**src/rtl/mul_flag_unit_pkg.sv**
```systemverilog
// rtl/mul_flag_unit_pkg.sv - shared state encoding and sizing for the multiply/flag unit
package mul_flag_unit_pkg;

    localparam int DEFAULT_WIDTH = 32;
    localparam int DEFAULT_CNT_W = $clog2(DEFAULT_WIDTH);

    typedef enum logic [1:0] {
        IDLE = 2'd0,
        MULT = 2'd1,
        ACC  = 2'd2,
        DONE = 2'd3
    } state_t;

endpackage

```
**src/rtl/mul_flag_unit_if.sv**
```systemverilog
// rtl/mul_flag_unit_if.sv - operand/result bundle between issuing logic and the multiply unit
interface mul_flag_unit_if #(
    parameter int WIDTH = 32
);
    logic             start_in;
    logic             S_bit_in;
    logic             accumulate_in;
    logic [WIDTH-1:0] Rm_in;
    logic [WIDTH-1:0] Rs_in;
    logic [WIDTH-1:0] Rn_in;
    logic             C_in;
    logic             V_in;
    logic [WIDTH-1:0] result_out;
    logic             Z_out;
    logic             N_out;
    logic             C_out;
    logic             V_out;
    logic             S_bit_out;
    logic             busy_out;
    logic             done_out;

    modport master (
        output start_in, S_bit_in, accumulate_in, Rm_in, Rs_in, Rn_in, C_in, V_in,
        input  result_out, Z_out, N_out, C_out, V_out, S_bit_out, busy_out, done_out
    );

    modport slave (
        input  start_in, S_bit_in, accumulate_in, Rm_in, Rs_in, Rn_in, C_in, V_in,
        output result_out, Z_out, N_out, C_out, V_out, S_bit_out, busy_out, done_out
    );

endinterface

```
**src/rtl/mul_flag_unit_flag_gen.sv**
```systemverilog
// rtl/mul_flag_unit_flag_gen.sv - condition codes from a result; C and V pass through
module flag_gen #(
    parameter int WIDTH = 32
) (
    input  logic [WIDTH-1:0] result,
    input  logic             c_in,
    input  logic             v_in,
    output logic             n_out,
    output logic             z_out,
    output logic             c_out,
    output logic             v_out
);

    assign n_out = result[WIDTH-1];
    assign z_out = (result == '0);
    assign c_out = c_in;
    assign v_out = v_in;

endmodule

```
**src/rtl/mul_flag_unit.sv**
```systemverilog
// rtl/mul_flag_unit.sv - sequential shift-add MUL/MLA with PSR flag generation
module mul_flag_unit
    import mul_flag_unit_pkg::*;
#(
    parameter int WIDTH = DEFAULT_WIDTH
) (
    input  logic           clk,
    input  logic           reset,
    mul_flag_unit_if.slave bus
);

    localparam int               CNT_W    = $clog2(WIDTH);
    localparam logic [CNT_W-1:0] CNT_LAST = CNT_W'(WIDTH - 1);

    state_t           state_q, state_d;
    logic [CNT_W-1:0] cnt_q, cnt_d;
    // set once the last multiplier bit has been added; MULT exits on the following cycle
    logic             last_q, last_d;
    logic [WIDTH-1:0] mcand_q, mcand_d;
    logic [WIDTH-1:0] mplier_q, mplier_d;
    logic [WIDTH-1:0] prod_q, prod_d;
    logic [WIDTH-1:0] rn_q, rn_d;
    logic             acc_q, acc_d;
    logic             s_q, s_d;
    logic             c_q, c_d;
    logic             v_q, v_d;
    logic [WIDTH-1:0] result_q, result_d;
    logic             n_q, n_d;
    logic             z_q, z_d;
    logic             cf_q, cf_d;
    logic             vf_q, vf_d;

    logic             publish;
    logic [WIDTH-1:0] final_val;
    logic             fg_n, fg_z, fg_c, fg_v;

    flag_gen #(.WIDTH(WIDTH)) u_flag_gen (
        .result (final_val),
        .c_in   (c_q),
        .v_in   (v_q),
        .n_out  (fg_n),
        .z_out  (fg_z),
        .c_out  (fg_c),
        .v_out  (fg_v)
    );

    // next state, shift-add datapath and result/flag publication on entry to DONE
    always_comb begin
        state_d   = state_q;
        cnt_d     = cnt_q;
        last_d    = last_q;
        mcand_d   = mcand_q;
        mplier_d  = mplier_q;
        prod_d    = prod_q;
        rn_d      = rn_q;
        acc_d     = acc_q;
        s_d       = s_q;
        c_d       = c_q;
        v_d       = v_q;
        result_d  = result_q;
        n_d       = n_q;
        z_d       = z_q;
        cf_d      = cf_q;
        vf_d      = vf_q;
        publish   = 1'b0;
        final_val = prod_q;

        case (state_q)
            IDLE: begin
                if (bus.start_in) begin
                    state_d  = MULT;
                    cnt_d    = '0;
                    last_d   = 1'b0;
                    mcand_d  = bus.Rm_in;
                    mplier_d = bus.Rs_in;
                    prod_d   = '0;
                    rn_d     = bus.Rn_in;
                    acc_d    = bus.accumulate_in;
                    s_d      = bus.S_bit_in;
                    c_d      = bus.C_in;
                    v_d      = bus.V_in;
                end
            end
            MULT: begin
                if (!last_q) begin
                    if (mplier_q[0]) begin
                        prod_d = prod_q + mcand_q;
                    end
                    mcand_d  = mcand_q << 1;
                    mplier_d = mplier_q >> 1;
                    if (cnt_q == CNT_LAST) begin
                        cnt_d  = '0;
                        last_d = 1'b1;
                    end else begin
                        cnt_d = cnt_q + 1'b1;
                    end
                end else if (acc_q) begin
                    state_d = ACC;
                end else begin
                    state_d = DONE;
                    publish = 1'b1;
                end
            end
            ACC: begin
                final_val = prod_q + rn_q;
                state_d   = DONE;
                publish   = 1'b1;
            end
            DONE: begin
                state_d = IDLE;
            end
            default: begin
                state_d = IDLE;
            end
        endcase

        if (publish) begin
            result_d = final_val;
            n_d      = fg_n;
            z_d      = fg_z;
            cf_d     = fg_c;
            vf_d     = fg_v;
        end
    end

    // state, counter and datapath registers; reset aborts any operation in flight
    always_ff @(posedge clk or posedge reset) begin
        if (reset) begin
            state_q  <= IDLE;
            cnt_q    <= '0;
            last_q   <= 1'b0;
            mcand_q  <= '0;
            mplier_q <= '0;
            prod_q   <= '0;
            rn_q     <= '0;
            acc_q    <= 1'b0;
            s_q      <= 1'b0;
            c_q      <= 1'b0;
            v_q      <= 1'b0;
            result_q <= '0;
            n_q      <= 1'b0;
            z_q      <= 1'b0;
            cf_q     <= 1'b0;
            vf_q     <= 1'b0;
        end else begin
            state_q  <= state_d;
            cnt_q    <= cnt_d;
            last_q   <= last_d;
            mcand_q  <= mcand_d;
            mplier_q <= mplier_d;
            prod_q   <= prod_d;
            rn_q     <= rn_d;
            acc_q    <= acc_d;
            s_q      <= s_d;
            c_q      <= c_d;
            v_q      <= v_d;
            result_q <= result_d;
            n_q      <= n_d;
            z_q      <= z_d;
            cf_q     <= cf_d;
            vf_q     <= vf_d;
        end
    end

    assign bus.result_out = result_q;
    assign bus.N_out      = n_q;
    assign bus.Z_out      = z_q;
    assign bus.C_out      = cf_q;
    assign bus.V_out      = vf_q;
    // the PSR write enable is confined to the DONE cycle
    assign bus.S_bit_out  = s_q & (state_q == DONE);
    assign bus.busy_out   = (state_q != IDLE);
    assign bus.done_out   = (state_q == DONE);

endmodule

```
**src/flat_wrapper.sv**
```systemverilog
// flat-port wrapper written by rule: the top's interface ports become plain ports
module mul_flag_unit_flat import mul_flag_unit_pkg::*;
#(
    parameter int WIDTH = DEFAULT_WIDTH
)
  (clk, reset, bus_start_in, bus_S_bit_in, bus_accumulate_in, bus_Rm_in, bus_Rs_in, bus_Rn_in, bus_C_in, bus_V_in, bus_result_out, bus_Z_out, bus_N_out, bus_C_out, bus_V_out, bus_S_bit_out, bus_busy_out, bus_done_out);
  mul_flag_unit_if #(.WIDTH(WIDTH)) bus_i ();
  input  logic clk;
  input  logic reset;
  input wire logic [$bits(bus_i.start_in)-1:0] bus_start_in;
  input wire logic [$bits(bus_i.S_bit_in)-1:0] bus_S_bit_in;
  input wire logic [$bits(bus_i.accumulate_in)-1:0] bus_accumulate_in;
  input wire logic [$bits(bus_i.Rm_in)-1:0] bus_Rm_in;
  input wire logic [$bits(bus_i.Rs_in)-1:0] bus_Rs_in;
  input wire logic [$bits(bus_i.Rn_in)-1:0] bus_Rn_in;
  input wire logic [$bits(bus_i.C_in)-1:0] bus_C_in;
  input wire logic [$bits(bus_i.V_in)-1:0] bus_V_in;
  output wire logic [$bits(bus_i.result_out)-1:0] bus_result_out;
  output wire logic [$bits(bus_i.Z_out)-1:0] bus_Z_out;
  output wire logic [$bits(bus_i.N_out)-1:0] bus_N_out;
  output wire logic [$bits(bus_i.C_out)-1:0] bus_C_out;
  output wire logic [$bits(bus_i.V_out)-1:0] bus_V_out;
  output wire logic [$bits(bus_i.S_bit_out)-1:0] bus_S_bit_out;
  output wire logic [$bits(bus_i.busy_out)-1:0] bus_busy_out;
  output wire logic [$bits(bus_i.done_out)-1:0] bus_done_out;
  assign bus_i.start_in = bus_start_in;
  assign bus_i.S_bit_in = bus_S_bit_in;
  assign bus_i.accumulate_in = bus_accumulate_in;
  assign bus_i.Rm_in = bus_Rm_in;
  assign bus_i.Rs_in = bus_Rs_in;
  assign bus_i.Rn_in = bus_Rn_in;
  assign bus_i.C_in = bus_C_in;
  assign bus_i.V_in = bus_V_in;
  assign bus_result_out = bus_i.result_out;
  assign bus_Z_out = bus_i.Z_out;
  assign bus_N_out = bus_i.N_out;
  assign bus_C_out = bus_i.C_out;
  assign bus_V_out = bus_i.V_out;
  assign bus_S_bit_out = bus_i.S_bit_out;
  assign bus_busy_out = bus_i.busy_out;
  assign bus_done_out = bus_i.done_out;
  mul_flag_unit #(.WIDTH(WIDTH)) u_core (.clk(clk), .reset(reset), .bus(bus_i));
endmodule
```
**config.mk**
```make
export PLATFORM = sky130hd
export DESIGN_NAME = mul_flag_unit_flat
export DESIGN_NICKNAME = d
export VERILOG_FILES = /design/src/rtl/mul_flag_unit_pkg.sv /design/src/rtl/mul_flag_unit_if.sv /design/src/rtl/mul_flag_unit_flag_gen.sv /design/src/rtl/mul_flag_unit.sv /design/src/flat_wrapper.sv
export SDC_FILE = /design/constraint.sdc
export NUM_CORES = 1
export LEC_CHECK = 0
export ABC_AREA = 0
export BUFFER_PORTS_ARGS = -buffer_cell sky130_fd_sc_hd__buf_2
export CAP_MARGIN = 25
export CORE_UTILIZATION = 50
export DETAILED_ROUTE_END_ITERATION = 10
export GPL_TIMING_DRIVEN = 0
export PLACE_DENSITY = 0.81
export SLEW_MARGIN = 20
export SYNTH_ARGS = -nofsm -noshare
export SYNTH_HDL_FRONTEND = slang
export SYNTH_SLANG_ARGS = --single-unit
export TNS_END_PERCENT = 10
```
**constraint.sdc**
```tcl
create_clock -name clk -period 10.8 [get_ports clk]
set_input_delay 0.54 -clock clk [delete_from_list [all_inputs] [get_ports clk]]
set_output_delay 0.54 -clock clk [all_outputs]
set_load 0.01 [all_outputs]
```
# Word-level counts from Yosys, hierarchy flattened
# Cells that the tools add are included.
# classes
n_addsub,3
n_eq_ne,8
n_mux,26
n_bitwise,1
reduce_logical,9
# op_table
cell,count
2-to-1 mux 32 bit,8
case mux 32 bit (2 select lines),3
adder 32 bit,2
zero test 32 bit,1
2-to-1 mux 5 bit,3
case mux 5 bit (2 select lines),1
case mux 2 bit (4 select lines),1
2-to-1 mux 1 bit,6
AND reduction 2 bit,3
adder 5 x 1 -> 5 bit (second input constant),1
== test 5 bit (second input constant),1
== test 2 bit (second input constant),2
2-to-1 mux 2 bit,2
inequality test 2 x 1 -> 1 bit (second input constant),2
inequality test 2 bit (second input constant),2
case mux 1 bit (2 select lines),2
AND reduction 4 bit,1
nonzero test 2 bit,2
AND reduction 3 bit,1
== test 2 x 1 -> 1 bit (second input constant),1
zero test 2 bit,1
AND 1 bit,1
# word_totals
register_bits,176
inputBits,103
output_inout_bits,39
word_cells,63

# Logic depth before layout (Yosys ltp)
# depth
depth_word,4
mapped_depth,13

# Cells and area by module
# From an unflattened synthesis, not the netlist that was laid out.
# unflattened
cells_unflattened,1194
area_unflattened_um2,11157.0
# by_module_without_submodules
module,n_inst,cells_each,area_each_um2,seq_area_each_um2
mul_flag_unit,1,1180,11061.9,4404.2
flag_gen,1,14,95.1,0.0

# Least setup slack after synthesis
# No wires, ideal clock.
# synth_path
path_kind,register to register
startpoint,register u_core.prod_q[0]
endpoint,"register u_core.z_q, in the netlist u_core.bus.Z_out"
setup_ns,0.066
arrival_ns,3.319
required_time_ns,10.734
setup_slack_ns,7.415
path_stages_with_launch,14
n_path_buf,0
synth_period_minus_slack_ns,3.385
cell_sequence,dfrtp_1 > ha_1 > fa_1 > a211oi_1 > o21ai_0 > a211oi_1 > nor3_1 > o41a_1 > a221oi_2 > xnor2_1 > mux2_4 > nor4b_2 > nand4_1 > nand2_1
# synth_between
elab_chain_cells,3
# synth_rtl
item,line,source
from (decl),mul_flag_unit.sv:21,"logic [WIDTH-1:0] prod_q, prod_d;"
from (signal assigned),mul_flag_unit.sv:151,prod_q <= prod_d;
adder 32 bit,mul_flag_unit.sv:105,final_val = prod_q + rn_q;
2-to-1 mux 32 bit (*),mul_flag_unit.sv:68,case (state_q)
zero test 32 bit (*),mul_flag_unit_flag_gen.sv:15,assign z_out = (result == '0);
to (signal assigned),mul_flag_unit.sv:159,z_q <= z_d;
to (decl),mul_flag_unit.sv:29,"logic z_q, z_d;"
# Every way passes the cells marked *; elsewhere a longest branch is shown, timed or not.
# A chain may end at the register's enable or synchronous reset.

# Final worst setup path
# Ends and elaborated chain as after synthesis.

==> Flow_metrics.wiki <==
{| class="wikitable"
! Metric !! Value
|-
| Data arrival at the endpoint of the critical path || 4440 ps
|-
| Max Clock Skew || 13.7 ps
|-
| Final period utilization || 0.377
|-
| Number of port buffers || 141
|-
| Overall die height || 148 um
|-
| Worst slew margin relative to its limit || 0.373
|-
| Top FF cell, synth || sky130_fd_sc_hd__dfrtp_1
|-
| Number of enable flip-flop cells after synthesis || 0
|-
| Max VDD drop || approximately 180 uV
|-
| Worst min path class || in2async
|-
| GRT Overall Usage || 0.241
|-
| Number of flip-flops and latches in the synthesized netlist || 175
|-
| Sequential area share after synthesis || 0.410
|-
| Register share of total power || 0.300
|-
| Core Box Area || 0.0210 mm^2
|-
| Proportion of register bits with asynchronous set or reset after synthesis || 1.00
|-
| Power density of the placed cells || about 320 mW/mm^2
|-
| Delay of the slowest critical-path stage || around 500 ps
|-
| CP Cell Sequence || ha_1 -> fa_1 -> a211oi_1 -> o21ai_0 -> a211oi_1 -> nor3_1 -> o41a_1 -> a221oi_2 -> xnor2_1 -> mux2_4 -> nor4b_2 -> nand4_1 -> nand2_1
|-
| Overall overflow remaining after global route || 0
|-
| Clock transition at the register clock pins on the worst setup and hold paths after CTS || approximately 60 ps
|-
| Worst-Skew Late Latency || 440 ps
|-
| Status || complete, no violations
|-
| Clock Power Share || 0.148
|-
| Number of buffers inserted by post-CTS setup repair || 0
|-
| Number of top-level design ports || 142
|-
| Pin count of the biggest net entering global routing || 93
|-
| Post-layout utilization of the core || 0.588
|-
| Worst setup slack before clock tree synthesis || 6770 ps
|-
| Crit. End Element || register
|-
| Average routed wire per standard cell || 16.6 um
|-
| Startpoint of the lowest-slack register-to-register path || u_core.prod_q[0]$_DFFE_PP0P_
|-
| Count of maximum capacitance violations || 0
|-
| CP dominant cell by count || sky130_fd_sc_hd__a211oi_1
|-
| Clock buffer depth || 2
|-
| Number of levels the H-tree was split into || 4
|-
| Wirelength, routed || 25.6 mm
|-
| Die span in x || 148 um
|-
| Syn nets || around 1,300
|-
| Routed Antenna Nets || 0
|-
| Internal power summed over all cells || 2.22 mW
|-
| Post-synth top area share || 0.410
|-
| Clock root buffer || sky130_fd_sc_hd__clkbuf_16
|-
| Switching power total || about 1.7 mW
|-
| Post-synthesis instance area || about 0.011 mm^2
|-
| Switching part of the total || 0.440
|-
| Fillers || 1,833
|-
| Maximum clock frequency || 246 MHz
|-
| Slew Limit Fails || 0
|-
| Post-layout minimum cycle time || 4070 ps
|-
| Combinational cell fraction of total power || 0.551
|-
| Data required, critical path || 11,170 ps
|-
| TritonCTS clock tree || done
|-
| Synth area leader || sky130_fd_sc_hd__dfrtp_1
|-
| Final-stage net count || 1,419
|-
| Area growth, synth to finish || 15.4%
|-
| Max Fanout on Critical Path || 5
|-
| Clock buffers created by TritonCTS || 17
|-
| Drt via density || around 5.7
|-
| Largest delay share family, worst path || compound AO/OA/AOI/OAI gates
|-
| Number of setup violations in the final report || 0
|-
| Number of global-route vias before repair || roughly 8,600
|-
| Number of DRC markers after the initial detailed-route iteration || roughly 440
|-
| Clock sink total || 175
|-
| RSZ-0062 raised after global routing || false
|-
| Count of different cell masters after synthesis || between 60 and 70
|-
| Die Footprint || 0.0219 mm^2
|-
| Share of post-route cells with drive strength above 1 || 0.185
|-
| Initial antenna violation count || 4
|-
| Most frequent cells after synthesis || sky130_fd_sc_hd__dfrtp_1 (175), sky130_fd_sc_hd__o21ai_0 (135), sky130_fd_sc_hd__nand2_1 (129)
|-
| Start-to-end type of the worst setup path || reg2reg
|-
| Final non-filler cell total || between 1,500 and 2,000
|-
| Synth top area cells || sky130_fd_sc_hd__dfrtp_1 (41%), sky130_fd_sc_hd__ha_1 (8.1%), sky130_fd_sc_hd__mux2i_1 (8.1%), sky130_fd_sc_hd__o21ai_0 (6.3%), sky130_fd_sc_hd__mux2_2 (4.9%)
|-
| DRC || 0
|-
| Wire length of the first global-routing pass || 42.0 mm
|-
| GPL Wtd Cong || 0.919
|-
| Dpl cells || 1,501
|-
| Worst path slowest cell || sky130_fd_sc_hd__fa_1
|-
| Leakage power || ~6.0 nW
|-
| Final-layout setup total negative slack || 0 ps
|-
| Setup crit start kind || register
|-
| Leading cell type by number of instances after synthesis || sky130_fd_sc_hd__dfrtp_1
|-
| Worst path setup slack after routing || 6730 ps
|-
| Overall via count from detail_route || 8,700
|-
| Source of the critical timing path || u_core.prod_q[0]$_DFFE_PP0P_
|-
| Starting density of the core || 0.509
|-
| Post-Syn Instances || 1,084
|-
| Buffers & Inverters on Critical Path || 0
|-
| Ys Warns || 0
|-
| Count of instances resized after the clock tree is built || 0
|-
| Router iterations before antenna repair || 5
|-
| Hold Violations, Final || 0
|-
| Transition time at the pin with the least slew margin || 934 ps
|-
| Number of buffers inserted for hold repair after clock tree synthesis || 0
|-
| Post-Synthesis Mean Instance Area || 9.84 um^2
|-
| Cell row count || between 50 and 60
|-
| Detailed placement HPWL || slightly below 20 mm
|}
state kept, by name, indices dropped and copies added, names as in the netlist:
signal                 count
u_core.v_q                 1
u_core.acc_q               1
u_core.bus.V_out           1
u_core.c_q                 1
u_core.bus.result_out     32
u_core.bus.C_out           1
u_core.cnt_q               5
u_core.state_q             2
u_core.bus.Z_out           1
u_core.prod_q             32
u_core.last_q              1
u_core.s_q                 1
u_core.mcand_q            32
u_core.rn_q               32
u_core.mplier_q           32
power groups by stage:
stage | registers (mW) | logic, mW | clock network (mW)
finish | 1.19 | 2.19 | 0.588
floorplan | 1.13 | 1.68 | 0
global placement | 1.18 | 2.10 | 0
detailed placement | 1.20 | 2.17 | 0
CTS | 1.19 | 2.18 | 0.599
global route | 1.23 | 2.45 | 0.625
final timing paths:
| check | endpoint | slack [ps] | cells after the start |
|---|---|---|---|
| hold reg to reg | u_core.bus.result_out[6]$_DFFE_PP0P_ | 480 | 2 |
| setup / recovery | u_core.bus.Z_out$_DFFE_PP0P_ | 6730 | 13 |
| setup reg to reg | u_core.bus.Z_out$_DFFE_PP0P_ | 6730 | 13 |
| max in group asynchronous | u_core.rn_q[12]$_DFFE_PP0P_ | 9720 | 3 |
| min in group clk | u_core.mcand_q[0]$_DFFE_PP0P_ | 320 | 2 |
| hold / removal | u_core.mplier_q[9]$_DFFE_PP0P_ | 180 | 2 |
final cells by class:
type                            instances  area, um^2  share of cell area
Multi-Input combinational cell        850        6060               0.492
Clock inverter                         12         111             0.00904
Buffer                                 46         176              0.0143
Inverter                               13        56.3             0.00457
Clock buffer                           20         447              0.0363
Antenna cell                            2        5.00            0.000406
Tap cell                              275         344              0.0279
Timing Repair Buffer                  142         733              0.0595
Sequential cell                       175        4380               0.356
through the flow:
| step | hold WS, ps | total power, mW | area [um^2] |
|---|---|---|---|
| after CTS | 203 | 3.97 | 12300 |
| after global routing | 236 | 4.30 | 12300 |
| after floorplan | 450 | 2.81 | 10700 |
| after detailed placement | 467 | 3.37 | 11800 |
| after global placement | 454 | 3.28 | 11700 |
| final | 180 | 3.97 | 12300 |
cell families after synthesis:
kind of cell | share of synthesized area
fa+ha+maj | 0.0847
xor+xnor | 0.0410
simple gates | 0.114
compound gates | 0.198
mux | 0.131
flops | 0.410
buf+inv | 0.0211
layer usage:
metal	share of wire	global-route usage	up-vias	wire, um
met5	0.0013	0	-	34
met4	0.015	0.0747	6	382
met3	0.060	0.0577	36	1540
met2	0.47	0.394	213	11900
met1	0.46	0.316	4137	11600
li1	-	-	4308	-
cells in the final DEF, fill, tap and decap left out, types with 7 or more instances in the layout:
master	n
sky130_fd_sc_hd__xnor2_1	42
sky130_fd_sc_hd__inv_1	12
sky130_fd_sc_hd__nand2b_1	15
sky130_fd_sc_hd__o21ai_0	135
sky130_fd_sc_hd__clkbuf_1	41
sky130_fd_sc_hd__nor2b_1	9
sky130_fd_sc_hd__a22o_1	31
sky130_fd_sc_hd__clkbuf_16	17
sky130_fd_sc_hd__buf_2	141
sky130_fd_sc_hd__a31oi_1	10
sky130_fd_sc_hd__mux2i_1	86
sky130_fd_sc_hd__o21bai_1	11
sky130_fd_sc_hd__a211oi_1	11
sky130_fd_sc_hd__nor3_1	11
sky130_fd_sc_hd__a21oi_1	56
sky130_fd_sc_hd__ha_1	69
sky130_fd_sc_hd__xor2_1	8
sky130_fd_sc_hd__o21a_1	7
sky130_fd_sc_hd__nand2_1	129
sky130_fd_sc_hd__and3_1	13
sky130_fd_sc_hd__a21o_1	35
sky130_fd_sc_hd__nand3_1	16
sky130_fd_sc_hd__dfrtp_1	175
sky130_fd_sc_hd__mux2_2	46
sky130_fd_sc_hd__nor2_1	42
Note: power is estimated with default switching activity, not from simulation.
